===== config.mk =====
export PLATFORM = sky130hd
export DESIGN_NAME = tt_um_fifo
export DESIGN_NICKNAME = d
export VERILOG_FILES = /design/src/rtl/tt_fifo_pkg.sv /design/src/rtl/fifo_core.sv /design/src/rtl/tt_um_fifo.sv
export SDC_FILE = /design/constraint.sdc
export NUM_CORES = 1
export LEC_CHECK = 0
export BUFFER_PORTS_ARGS = -buffer_cell sky130_fd_sc_hd__buf_2
export CAP_MARGIN = 20
export CORE_UTILIZATION = 35
export DETAILED_ROUTE_END_ITERATION = 10
export PLACE_DENSITY_LB_ADDON = 0.12
export RECOVER_POWER = 50
export SYNTH_ARGS = -nofsm -noshare
export SYNTH_HDL_FRONTEND = slang
export SYNTH_SLANG_ARGS = --single-unit

===== constraint.sdc =====
create_clock -name clk -period 5 [get_ports clk]
set_clock_uncertainty 0.05 [all_clocks]
set_input_delay 0 -clock clk [delete_from_list [all_inputs] [get_ports clk]]
set_output_delay 0 -clock clk [all_outputs]
set_load 0.05 [all_outputs]

===== src/rtl/tt_fifo_pkg.sv =====
// Shared constants for the Tiny Tapeout FIFO: geometry, control/status bit
// positions on the bidirectional pins, and the status byte packing helper.
package tt_fifo_pkg;

  localparam int FIFO_DEPTH = 16;
  localparam int FIFO_WIDTH = 8;

  localparam int CTL_WR  = 0;
  localparam int CTL_RD  = 1;
  localparam int CTL_CLR = 2;

  localparam int ST_FULL  = 4;
  localparam int ST_EMPTY = 5;
  localparam int ST_OVF   = 6;
  localparam int ST_UDF   = 7;

  localparam logic [7:0] UIO_OE_MASK = 8'hF0;

  // Status byte seen on uio_out; the low nibble is the input half of the pins.
  function automatic logic [7:0] pack_status(input logic full,
                                             input logic empty,
                                             input logic ovf,
                                             input logic udf);
    logic [7:0] s;
    s           = 8'h00;
    s[ST_FULL]  = full;
    s[ST_EMPTY] = empty;
    s[ST_OVF]   = ovf;
    s[ST_UDF]   = udf;
    return s;
  endfunction

endpackage


===== src/rtl/fifo_core.sv =====
// Synchronous FIFO storage: memory array, read/write pointers, occupancy
// count with derived full/empty, and a registered (non fall-through) read port.
module fifo_core
  import tt_fifo_pkg::*;
#(
  parameter int DEPTH = FIFO_DEPTH,
  parameter int WIDTH = FIFO_WIDTH
) (
  input  logic             clk,
  input  logic             rst_n,
  input  logic             wr,
  input  logic             rd,
  input  logic [WIDTH-1:0] din,
  output logic [WIDTH-1:0] dout,
  output logic             full,
  output logic             empty
);

  localparam int AW = $clog2(DEPTH);
  localparam int CW = AW + 1;

  logic [WIDTH-1:0] mem [DEPTH];
  logic [AW-1:0]    wptr;
  logic [AW-1:0]    rptr;
  logic [CW-1:0]    count;
  logic             wr_acc;
  logic             rd_acc;

  assign full  = (count == CW'(DEPTH));
  assign empty = (count == '0);

  // A write into a full FIFO is still taken when a read frees the slot on
  // the same edge; the read samples the old entry before it is overwritten.
  assign rd_acc = rd & ~empty;
  assign wr_acc = wr & (~full | rd);

  always_ff @(posedge clk) begin
    if (wr_acc) begin
      mem[wptr] <= din;
    end
  end

  always_ff @(posedge clk or negedge rst_n) begin
    if (!rst_n) begin
      wptr  <= '0;
      rptr  <= '0;
      count <= '0;
      dout  <= '0;
    end else begin
      if (wr_acc) begin
        wptr <= wptr + 1'b1;
      end
      if (rd_acc) begin
        rptr <= rptr + 1'b1;
        dout <= mem[rptr];
      end
      case ({wr_acc, rd_acc})
        2'b10:   count <= count + 1'b1;
        2'b01:   count <= count - 1'b1;
        default: count <= count;
      endcase
    end
  end

endmodule


===== src/rtl/tt_um_fifo.sv =====
// Tiny Tapeout wrapper around fifo_core: pin mapping, ena gating of requests,
// sticky overflow/underflow flags with clear, and the fixed pin directions.
module tt_um_fifo
  import tt_fifo_pkg::*;
#(
  parameter int DEPTH = FIFO_DEPTH,
  parameter int WIDTH = FIFO_WIDTH
) (
  input  logic             clk,
  input  logic             rst_n,
  input  logic             ena,
  input  logic [WIDTH-1:0] ui_in,
  input  logic [7:0]       uio_in,
  output logic [WIDTH-1:0] uo_out,
  output logic [7:0]       uio_out,
  output logic [7:0]       uio_oe
);

  logic wr;
  logic rd;
  logic clr;
  logic full;
  logic empty;
  logic ovf;
  logic udf;
  logic ovf_evt;
  logic udf_evt;
  logic unused_ctl;

  assign wr  = ena & uio_in[CTL_WR];
  assign rd  = ena & uio_in[CTL_RD];
  assign clr = ena & uio_in[CTL_CLR];

  assign unused_ctl = &{1'b0, uio_in[7:3]};

  fifo_core #(
    .DEPTH (DEPTH),
    .WIDTH (WIDTH)
  ) u_core (
    .clk   (clk),
    .rst_n (rst_n),
    .wr    (wr),
    .rd    (rd),
    .din   (ui_in),
    .dout  (uo_out),
    .full  (full),
    .empty (empty)
  );

  // A concurrent read makes room, so a write into a full FIFO is only an
  // overflow when no read accompanies it.
  assign ovf_evt = wr & full & ~rd;
  assign udf_evt = rd & empty;

  // New errors take priority over clr so an event in the clearing cycle sticks.
  always_ff @(posedge clk or negedge rst_n) begin
    if (!rst_n) begin
      ovf <= 1'b0;
      udf <= 1'b0;
    end else begin
      if (ovf_evt) begin
        ovf <= 1'b1;
      end else if (clr) begin
        ovf <= 1'b0;
      end
      if (udf_evt) begin
        udf <= 1'b1;
      end else if (clr) begin
        udf <= 1'b0;
      end
    end
  end

  assign uio_out = pack_status(full, empty, ovf, udf);
  assign uio_oe  = UIO_OE_MASK;

endmodule


==> results_dict.tcl, run 1 <==
set metrics [dict create \
    status "finished, final reports clean" \
    dp_hpwl_um 7566 \
    yosys.area.top_type "edfxtp_1" \
    clk_latency_ns 0.41 \
    grt_usage 0.1474 \
    antenna_found_initial 0 \
    cap_violations 0 \
    initialDrtViolationCount 182 \
    die_x_um 136.4 \
    io_buffers 25 \
    ir_worst_vdd_mv 0.3237 \
    maxSlewViolCount 0 \
    synth_fa_ha_area_frac 0.01584 \
    setup_viol 0 \
    final_cell_mix "128 x edfxtp_1, 23 x nand2_1, 22 x dfrtp_1" \
    syn_avg_cell_area_um2 18.48 \
    power_leakage_nw 2.567 \
    synth_seq_cells 151 \
    yosys.area_share.xor_xnor 0.01663 \
    yosys.area_share.simple 0.04633 \
    yosys_warnings 0 \
    grt_setup_unrepaired "no" \
    power.switching_mw 1.235 \
    critPathMaxFanout 11 \
    path_buf_inv 2 \
    p_sw_frac 0.3041 \
    grt_busiest_layer "met2" \
    crit_top_cell "ha_1" \
    diodes 0 \
    synth-edff-count 128 \
    core-area_um2 17480 \
    worst_hold_slack_ns 0.05682 \
    layout.nets 409 \
    start_kind "flip-flop" \
    dieArea_um2 18600 \
    grt_first_pass_wirelength_um 18880 \
    hold_path_class "in2reg" \
    setup_tns_ns 0 \
    drive_above_1_share 0.1777 \
    drt-pass1-iter-count 4 \
    cp.required_ns 5.25 \
    seq_area_frac_synth 0.6993 \
    grt_pass1_vias 3127 \
    cp_top_family "compound AO/OA/AOI/OAI gates" \
    htree_levels 4 \
    p_seq_frac 0.412 \
    synth_mux_area_frac 0.1477 \
    fillers 1566 \
    final-hold-violation-count 0 \
    relSlewSlack 0.08363 \
    clockBufferDepth 2 \
    cp_slowest_cell "dfrtp_1" \
    routed_wl_um 12250 \
    cts_tree "done" \
    path_cells "nor4_4 -> a21o_1 -> inv_2 -> ha_1 -> xor2_1 -> ha_1 -> inv_1 -> a222oi_1 -> nor3_1 -> xnor2_1" \
    die_height_um 136.4 \
    cpPeakStageDelay_ns 0.49 \
    p_clk_frac 0.346 \
    layout.cells.non_filler 619 \
    p_int_mw 2.827 \
    multiInputGateArea_um2 1649 \
    cts_made_buffers 17 \
    met1_usage 0.1896 \
    endpoint_kind "flip-flop" \
    worstPathArrival_ns 3.25 \
    finalCritPeriodShare 0.6003 \
    max_freq_ghz 0.3331 \
    synth_ff_type "edfxtp_1" \
    wl_per_cell_um 19.79 \
    vias 3013 \
    syn_area_um2 6320 \
    ys_async_sr_fraction 0.1523 \
    postRouteAntennaNets 0 \
    rows 48 \
    start_util 0.3616 \
    overflow 0 \
    powerDensity_nw_per_um2 554.8 \
    p_comb_frac 0.242 \
    synth_top_family_by_area "multiplexers" \
    dp_cells 573 \
    viasPerCell 4.868 \
    synthDistinctLibCells 41 \
    place.gp.congestion 0.7490 \
    cts-root-buf "clkbuf_16" \
    clk_pin_slew_ns 0.06 \
    synth_compound_area_frac 0.02732 \
    clock_sink_count 151 \
    crit_type "reg2reg" \
    period_minus_slack_ns 3.002 \
    seq_area_um2 4420 \
    yosysTopAreaCellShare 0.6082 \
    tightest_slew_ns 1.375 \
    io_pins 43 \
    post_cts.repair.setup_buffers 0 \
    synthTopCellsByArea "edfxtp_1 61%, dfrtp_1 9.1%, mux4_2 7.5%" \
    drc 0 \
    grtUsageMet3 0.04474 \
    synthCells 342 \
    layout_commonest_cell "edfxtp_1" \
    grt_max_degree 34 \
    synthToLayoutAreaGrowth_pct 15.88 \
    gr-usage-met2 0.2389 \
]
-- tightest hold or removal path: stages --
cell	delay [ns]
buf_2	0.12
nand2_1	0.13
a31oi_4	0.09
xnor2_1	0.13
-- sequential cells by signal, summed over array words and instances (netlist names) --
name and count:
u_core.mem 128, u_core.dout 8, u_core.count 5, u_core.rptr 4, u_core.wptr 4, ovf 1
udf 1
-- final timing paths --
path,start,to,slack [ns],cells after the start
worst min register to register,u_core.dout[0],u_core.dout[0],0.44,2
worst max register to register,u_core.count[2],u_core.count[4],2.00,10
max in group asynchronous,rst_n,u_core.rptr[2],3.61,2
worst min-delay path,ena,u_core.wptr[0],0.06,4
min in group asynchronous,rst_n,u_core.count[0],0.37,2
worst max-delay path,u_core.count[2],u_core.count[4],2.00,10
-- metrics by stage --
stage | setup slack [ns] | power [mW] | area (um2) | util
5_1_grt | 1.682 | 4.256 | 7323 | 0.4190
3_3_place_gp | 2.024 | 2.689 | 6544 | 0.3744
2_1_floorplan | 2.492 | 2.491 | 6357 | -
3_5_place_dp | 1.987 | 2.703 | 6544 | 0.3744
4_1_cts | 1.995 | 4.124 | 7342 | 0.4201
6_report | 1.998 | 4.063 | 7323 | 0.4190
-- cells in the mapped netlist, types with 2 or more instances --
cell / number
buf_6: 2
nand2_1: 23
xor2_1: 5
nor2_1: 6
edfxtp_1: 128
clkbuf_1: 3
nand4_1: 2
buf_4: 18
ha_1: 8
mux4_1: 11
mux2i_1: 16
a21oi_1: 3
and2_1: 12
dfrtp_1: 23
o221ai_1: 8
nor3_1: 2
conb_1: 2
xnor2_1: 7
inv_1: 11
mux4_2: 21
o21ai_0: 3
buf_2: 7
buf_12: 2
a21o_1: 2
-- final cells by class --
cell class	instances	area share
clock buffer	17	0.05809
clock inverter	14	0.03041
inverter	12	0.006151
multi-input combinational	157	0.2252
sequential	151	0.6036
tap	225	0.03844
timing repair buffer	43	0.03810
-- layer usage --
metal  part of all wire  wire length [um]
met1               0.45              5525
met2               0.50              6156
met3              0.038               460
met4             0.0088               108
met5                  0                 0
-- power by group through the flow --
stage	clock network [mW]	logic [mW]	registers [mW]
floorplan	0	0.786	1.70
finish	1.41	0.983	1.67
global placement	0	0.992	1.70
detailed placement	0	1.00	1.70
CTS	1.43	1.02	1.67
global route	1.48	1.08	1.70
-- logic make-up after synthesis --
logic type	after synthesis
buffers and inverters	44
AO/OA/AOI/OAI	21
AND/OR/NAND/NOR	55
adder cells (fa/ha/maj)	8
XOR/XNOR	12
flip-flops	151
multiplexers	49
other	2
-- timing repair --
action	in CTS	in global routing
hold buffers	15	0
gates resized for setup	0	0
hold endpoints to repair	154	0
Power figures use the tool's default switching activity.
==> run 2, diff against run 1 <==
==> constraint.sdc (replaced) <==
create_clock -name clk -period 2.4 [get_ports clk]
set_clock_uncertainty 0.05 [all_clocks]
set_input_delay 0 -clock clk [delete_from_list [all_inputs] [get_ports clk]]
set_output_delay 0 -clock clk [all_outputs]
set_load 0.05 [all_outputs]
==> run 2 against run 1 <==
Compared with the run above:
- hold slack improved by 0.065 ns
- largest cell class unchanged
- via count is 1.8% higher
- clock power rose by 73%
- power grew 100%
- critical path type unchanged
- final cell count increased by 3.4%
- largest power group unchanged
- global-route usage rose by 0.095 points
==> results_dict.tcl, run 2 (same netlist as run 1, synthesis figures left out) <==
set metrics [dict create \
    drc 0 \
    drt-pass1-iter-count 4 \
    max_freq_ghz 0.4292 \
    overflow 0 \
    multiInputGateArea_um2 1672 \
    io_buffers 25 \
    grt_max_degree 35 \
    initialDrtViolationCount 148 \
    die_x_um 136.4 \
    fillers 1578 \
    clk_pin_slew_ns 0.06 \
    start_kind "flip-flop" \
    crit_type "reg2reg" \
    worstReg2RegEnd "u_core.count[4]" \
    diodes 0 \
    r2r_start "u_core.count[2]" \
    synthToLayoutAreaGrowth_pct 17.74 \
    cap_violations 0 \
    final-hold-violation-count 0 \
    viasPerCell 4.794 \
    critPathMaxFanout 3 \
    grt_pass1_vias 3247 \
    place.gp.congestion 0.7284 \
    endpoint_kind "flip-flop" \
    cts_tree "done" \
    cts-root-buf "clkbuf_16" \
    ir_worst_vdd_mv 0.7118 \
    startpoint "u_core.count[2]" \
    rows 48 \
    layout_commonest_cell "edfxtp_1" \
    dieArea_um2 18600 \
    power_leakage_nw 2.643 \
    tightest_slew_ns 1.446 \
    postRouteAntennaNets 0 \
    largest_register_ff_count 128 \
    grt_usage 0.1483 \
    grt_setup_unrepaired "yes" \
    start_util 0.3616 \
    antenna_found_initial 0 \
    routed_wl_um 12470 \
    cts_made_buffers 17 \
    cp.required_ns 2.64 \
    period_minus_slack_ns 2.330 \
    clk_latency_ns 0.41 \
    clock_sink_count 151 \
    maxSlewViolCount 0 \
    cp-endpoint "u_core.count[4]" \
    vias 3068 \
    die_height_um 136.4 \
    dpl-instance-area_um2 6731 \
    io_pins 43 \
    seq_area_um2 4420 \
    drive_above_1_share 0.2337 \
    worstPathArrival_ns 2.57 \
    dp_hpwl_um 7638 \
    htree_levels 4 \
    r2r_cells 10 \
    status "finished, final reports clean" \
    top_register "u_core.mem" \
    fin_area_um2 7441 \
    power_mw 8.142 \
    finalCritPeriodShare 0.9708 \
    wl_per_cell_um 19.48 \
    grt_first_pass_wirelength_um 19150 \
    layout.nets 429 \
    final_cell_mix "128 x edfxtp_1, 23 x nand2_1, 22 x dfrtp_1" \
    clockBufferDepth 2 \
    relSlewSlack 0.03568 \
    powerDensity_nw_per_um2 1094 \
    hold_path_class "in2reg" \
    core-area_um2 17480 \
    setup_viol 0 \
    reg_top3 "u_core.mem: 128 flops, u_core.dout: 8 flops, u_core.count: 5 flops" \
    rrSetupSlack_ns 0.07 \
]
## run 2: cell count changes in the layout (fill, tap and decap cells not counted), moves of 2 or more
cell       before  now
bufinv_16       5    0
ha_1            8    6
clkinv_2        0    3
buf_12          0    4
clkinv_4        2    5
buf_4           3   20
## run 2: worst min path at each step
stage,depth (start not counted),endpoint,from,slack [ns]
final,5,u_core.wptr[0],uio_in[0],0.12
after global routing,5,u_core.wptr[0],uio_in[0],0.16
after CTS,6,u_core.rptr[1],ena,0.05
after global placement,1,u_core.count[2],rst_n,-0.02
after detailed placement,1,u_core.count[2],rst_n,0.0005
after floorplan,0,ovf,rst_n,-0.35
## run 2: timing repair
| action | 4_1_cts | 5_1_grt |
|---|---|---|
| resized for setup | 0 | 3 |
| hold endpoints to repair | 153 | 0 |
| hold buffers | 14 | 0 |
| setup endpoints to repair | 0 | 2 |
| buffers inserted | 0 | 3 |
## run 2: worst max-delay path, cell delays in order, from the launching register on
cell	delay, ns
dfrtp_1	0.41
nor4_4	0.39
a21o_1	0.20
inv_2	0.06
ha_4	0.16
xor2_2	0.14
ha_2	0.20
inv_1	0.04
a222oi_1	0.30
nor3_1	0.10
xnor2_1	0.13
## run 2: metrics by stage
stage          hold slack, ns  std cells  worst slack, ns  TNS (ns)  utilization
6_report               0.1216        640          0.07007         0       0.4258
4_1_cts               0.05183        637          0.01010         0       0.4243
5_1_grt                0.1566        640         -0.05362  -0.05362       0.4258
2_1_floorplan         -0.3456        352          0.01292         0            -
3_3_place_gp         -0.01877        591          0.06559         0       0.3852
3_5_place_dp        0.0004816        591          0.02500         0       0.3852
## run 2: metal layers
| layer | global-route usage | part of all wire | up-vias |
|---|---|---|---|
| met4 | 0.05494 | 0.017 | 0 |
| li1 | - | - | 1427 |
| met1 | 0.1887 | 0.46 | 1568 |
| met2 | 0.2400 | 0.49 | 61 |
| met5 | 0 | 0 | - |
| met3 | 0.04251 | 0.031 | 12 |
## run 2: final cells by class
type,count,share of cell area
Clock buffer,17,0.05717
Clock inverter,15,0.01597
Inverter,12,0.006053
Multi-Input combinational cell,157,0.2247
Sequential cell,151,0.5941
Tap cell,225,0.03783
Timing Repair Buffer,63,0.06423
## run 2: where the power goes
group	leakage (nW)	internal [mW]	total, mW	switching (mW)
Combinational	0.939	1.02	2.37	1.35
Clock	0.269	1.34	2.44	1.10
Sequential	1.43	3.14	3.32	0.181
==> run 3, diff against run 2 <==
--- a/config.mk
+++ b/config.mk
@@ -5,10 +5,11 @@
 export SDC_FILE = /design/constraint.sdc
 export NUM_CORES = 1
 export LEC_CHECK = 0
-export BUFFER_PORTS_ARGS = -buffer_cell sky130_fd_sc_hd__buf_2
 export CAP_MARGIN = 20
+export CORE_ASPECT_RATIO = 0.5
 export CORE_UTILIZATION = 35
 export DETAILED_ROUTE_END_ITERATION = 10
+export DONT_BUFFER_PORTS = 1
 export PLACE_DENSITY_LB_ADDON = 0.12
 export RECOVER_POWER = 50
 export SYNTH_ARGS = -nofsm -noshare
==> run 3 against run 2 <==
Compared with the run above:
- sequential share of layout area shrank 0.12 points
- clock-buffer cell count grew 2
- non-clock buffer count shrank 17
- critical path depth rose by 1
- register-to-register slack about the same
- wire length is 1.6% higher
- flip-flop and latch count did not move
- via count is 0.68% higher
- fmax about the same
- utilization hardly changed
- first-iteration DRC count increased by 11%
==> results_dict.tcl, run 3 (same netlist as run 1, synthesis figures left out) <==
set metrics [dict create \
    final_cell_mix "128 x edfxtp_1, 28 x buf_4, 23 x nand2_1" \
    grt_first_pass_wirelength_um 19600 \
    dieArea_um2 18630 \
    postLayoutSetupSlackWorst_ns 0.07116 \
    clockBufferDepth 2 \
    max_freq_ghz 0.4294 \
    start_util 0.3606 \
    r2r_cells 11 \
    layout.nets 412 \
    routed_wl_um 12670 \
    drt-pass1-iter-count 5 \
    powerDensity_nw_per_um2 1138 \
    clock_sink_count 151 \
    grt_setup_unrepaired "yes" \
    fin_area_um2 7456 \
    endpoint_kind "flip-flop" \
    grt_usage 0.1495 \
    htree_levels 4 \
    cts-root-buf "clkbuf_16" \
    cts_tree "done" \
    status "finished, final reports clean" \
    worstReg2RegEnd "u_core.count[4]" \
    initialDrtViolationCount 165 \
    relSlewSlack 0.5778 \
    ir_worst_vdd_mv 0.4824 \
    start_kind "flip-flop" \
    die_x_um 192.0 \
    fin_util 0.4254 \
    hold_path_class "in2reg" \
    drc 0 \
    antenna_found_initial 0 \
    period_minus_slack_ns 2.329 \
    cap_violations 0 \
    viasPerCell 4.895 \
    maxSlewViolCount 0 \
    place.gp.congestion 0.7607 \
    layout.cells.non_filler 631 \
    setup_viol 0 \
    wl_per_cell_um 20.08 \
    finalCritPeriodShare 0.9703 \
    io_buffers 0 \
    drive_above_1_share 0.2317 \
    worstHoldStart "uio_in[0]" \
    vias 3089 \
    worstPathArrival_ns 2.57 \
    grt_pass1_vias 3300 \
    critPathMaxFanout 3 \
    min_to "u_core.wptr[0]" \
    reg_top3 "u_core.mem: 128 flops, u_core.dout: 8 flops, u_core.count: 5 flops" \
    tightest_slew_ns 0.6326 \
    preCtsSetupSlack_ns 0.03648 \
    core-area_um2 17530 \
    dpl-instance-area_um2 6625 \
    crit_type "reg2reg" \
    cts_made_buffers 17 \
    die_height_um 97.02 \
    diodes 0 \
    overflow 0 \
    power_leakage_nw 2.644 \
    largest_register_ff_count 128 \
    rows 34 \
    dp_cells 581 \
    synthToLayoutAreaGrowth_pct 17.98 \
    hold-path-cell-count 4 \
    final-hold-violation-count 0 \
    top_register "u_core.mem" \
    layout_commonest_cell "edfxtp_1" \
    clk_pin_slew_ns 0.07 \
    postRouteAntennaNets 0 \
    grt_max_degree 35 \
    rrSetupSlack_ns 0.07 \
    cp.required_ns 2.64 \
    r2r_start "u_core.count[2]" \
    io_pins 43 \
    dp_hpwl_um 8096 \
    clk_latency_ns 0.42 \
]
-- run 3: changes by cell type in the layout (fill, tap and decap cells not counted), moves of 2 or more --
cell           change
buf_12             -2
clkbuf_1          -12
clkinv_2           -3
clkinv_4           -2
buf_4              +8
buf_2             -11
dlygate4sd3_1      +2
bufinv_16          +4
-- run 3: final cells by class --
class / count / area (um2)
Clock buffer: 19 / 432.9
Timing Repair Buffer: 46 / 410.4
Sequential cell: 151 / 4420
Tap cell: 234 / 292.8
Multi-Input combinational cell: 157 / 1660
Inverter: 12 / 45.04
Fill cell: 1564 / 10070
Clock inverter: 12 / 193.9
-- run 3: metrics by stage --
step                      total power [mW]  setup TNS [ns]  hold slack (ns)
final                                8.486               0          0.01713
after global routing                 8.893         -0.1444          0.02945
after CTS                            8.576               0         0.007681
after detailed placement             5.641               0          -0.3451
after global placement               5.594               0          -0.3450
after floorplan                      5.200               0          -0.3456
-- run 3: report_power, final --
group | leakage [nW] | total (mW) | switching, mW | internal (mW)
sequential | 1.43 | 3.61 | 0.478 | 3.14
combinational | 0.907 | 2.02 | 1.04 | 0.980
clock | 0.302 | 2.86 | 1.09 | 1.76
-- run 3: routing by layer --
layer | global-route usage | wire (um)
met1 | 0.1995 | 5945
met2 | 0.2372 | 6029
met3 | 0.04209 | 567
met4 | 0.04543 | 129
met5 | 0 | 0
-- run 3: critical path, cell delays in order (launching register included) --
cell	delay, ns
dfrtp_1	0.42
nor4_4	0.31
buf_4	0.16
a31oi_4	0.10
inv_2	0.07
ha_2	0.18
xor2_1	0.16
ha_2	0.23
inv_1	0.05
a222oi_1	0.26
nor3_1	0.10
xnor2_1	0.13
-- run 3: repair_timing --
action                                 in CTS  in global routing
gates resized for setup                     0                  4
setup buffers                               0                  2
endpoints found under the hold margin     154                  0
setup endpoints to repair                   0                  2
hold buffers                               17                  0
-- run 3: worst max path at each step --
stage / slack, ns / from / endpoint
floorplan: 0.01 / u_core.count[1] / u_core.count[4]
global placement: 0.12 / u_core.count[3] / u_core.count[4]
detailed placement: 0.04 / u_core.count[3] / u_core.count[4]
CTS: 0.03 / u_core.count[3] / u_core.count[4]
global route: -0.1 / u_core.count[2] / u_core.count[4]
finish: 0.07 / u_core.count[2] / u_core.count[4]
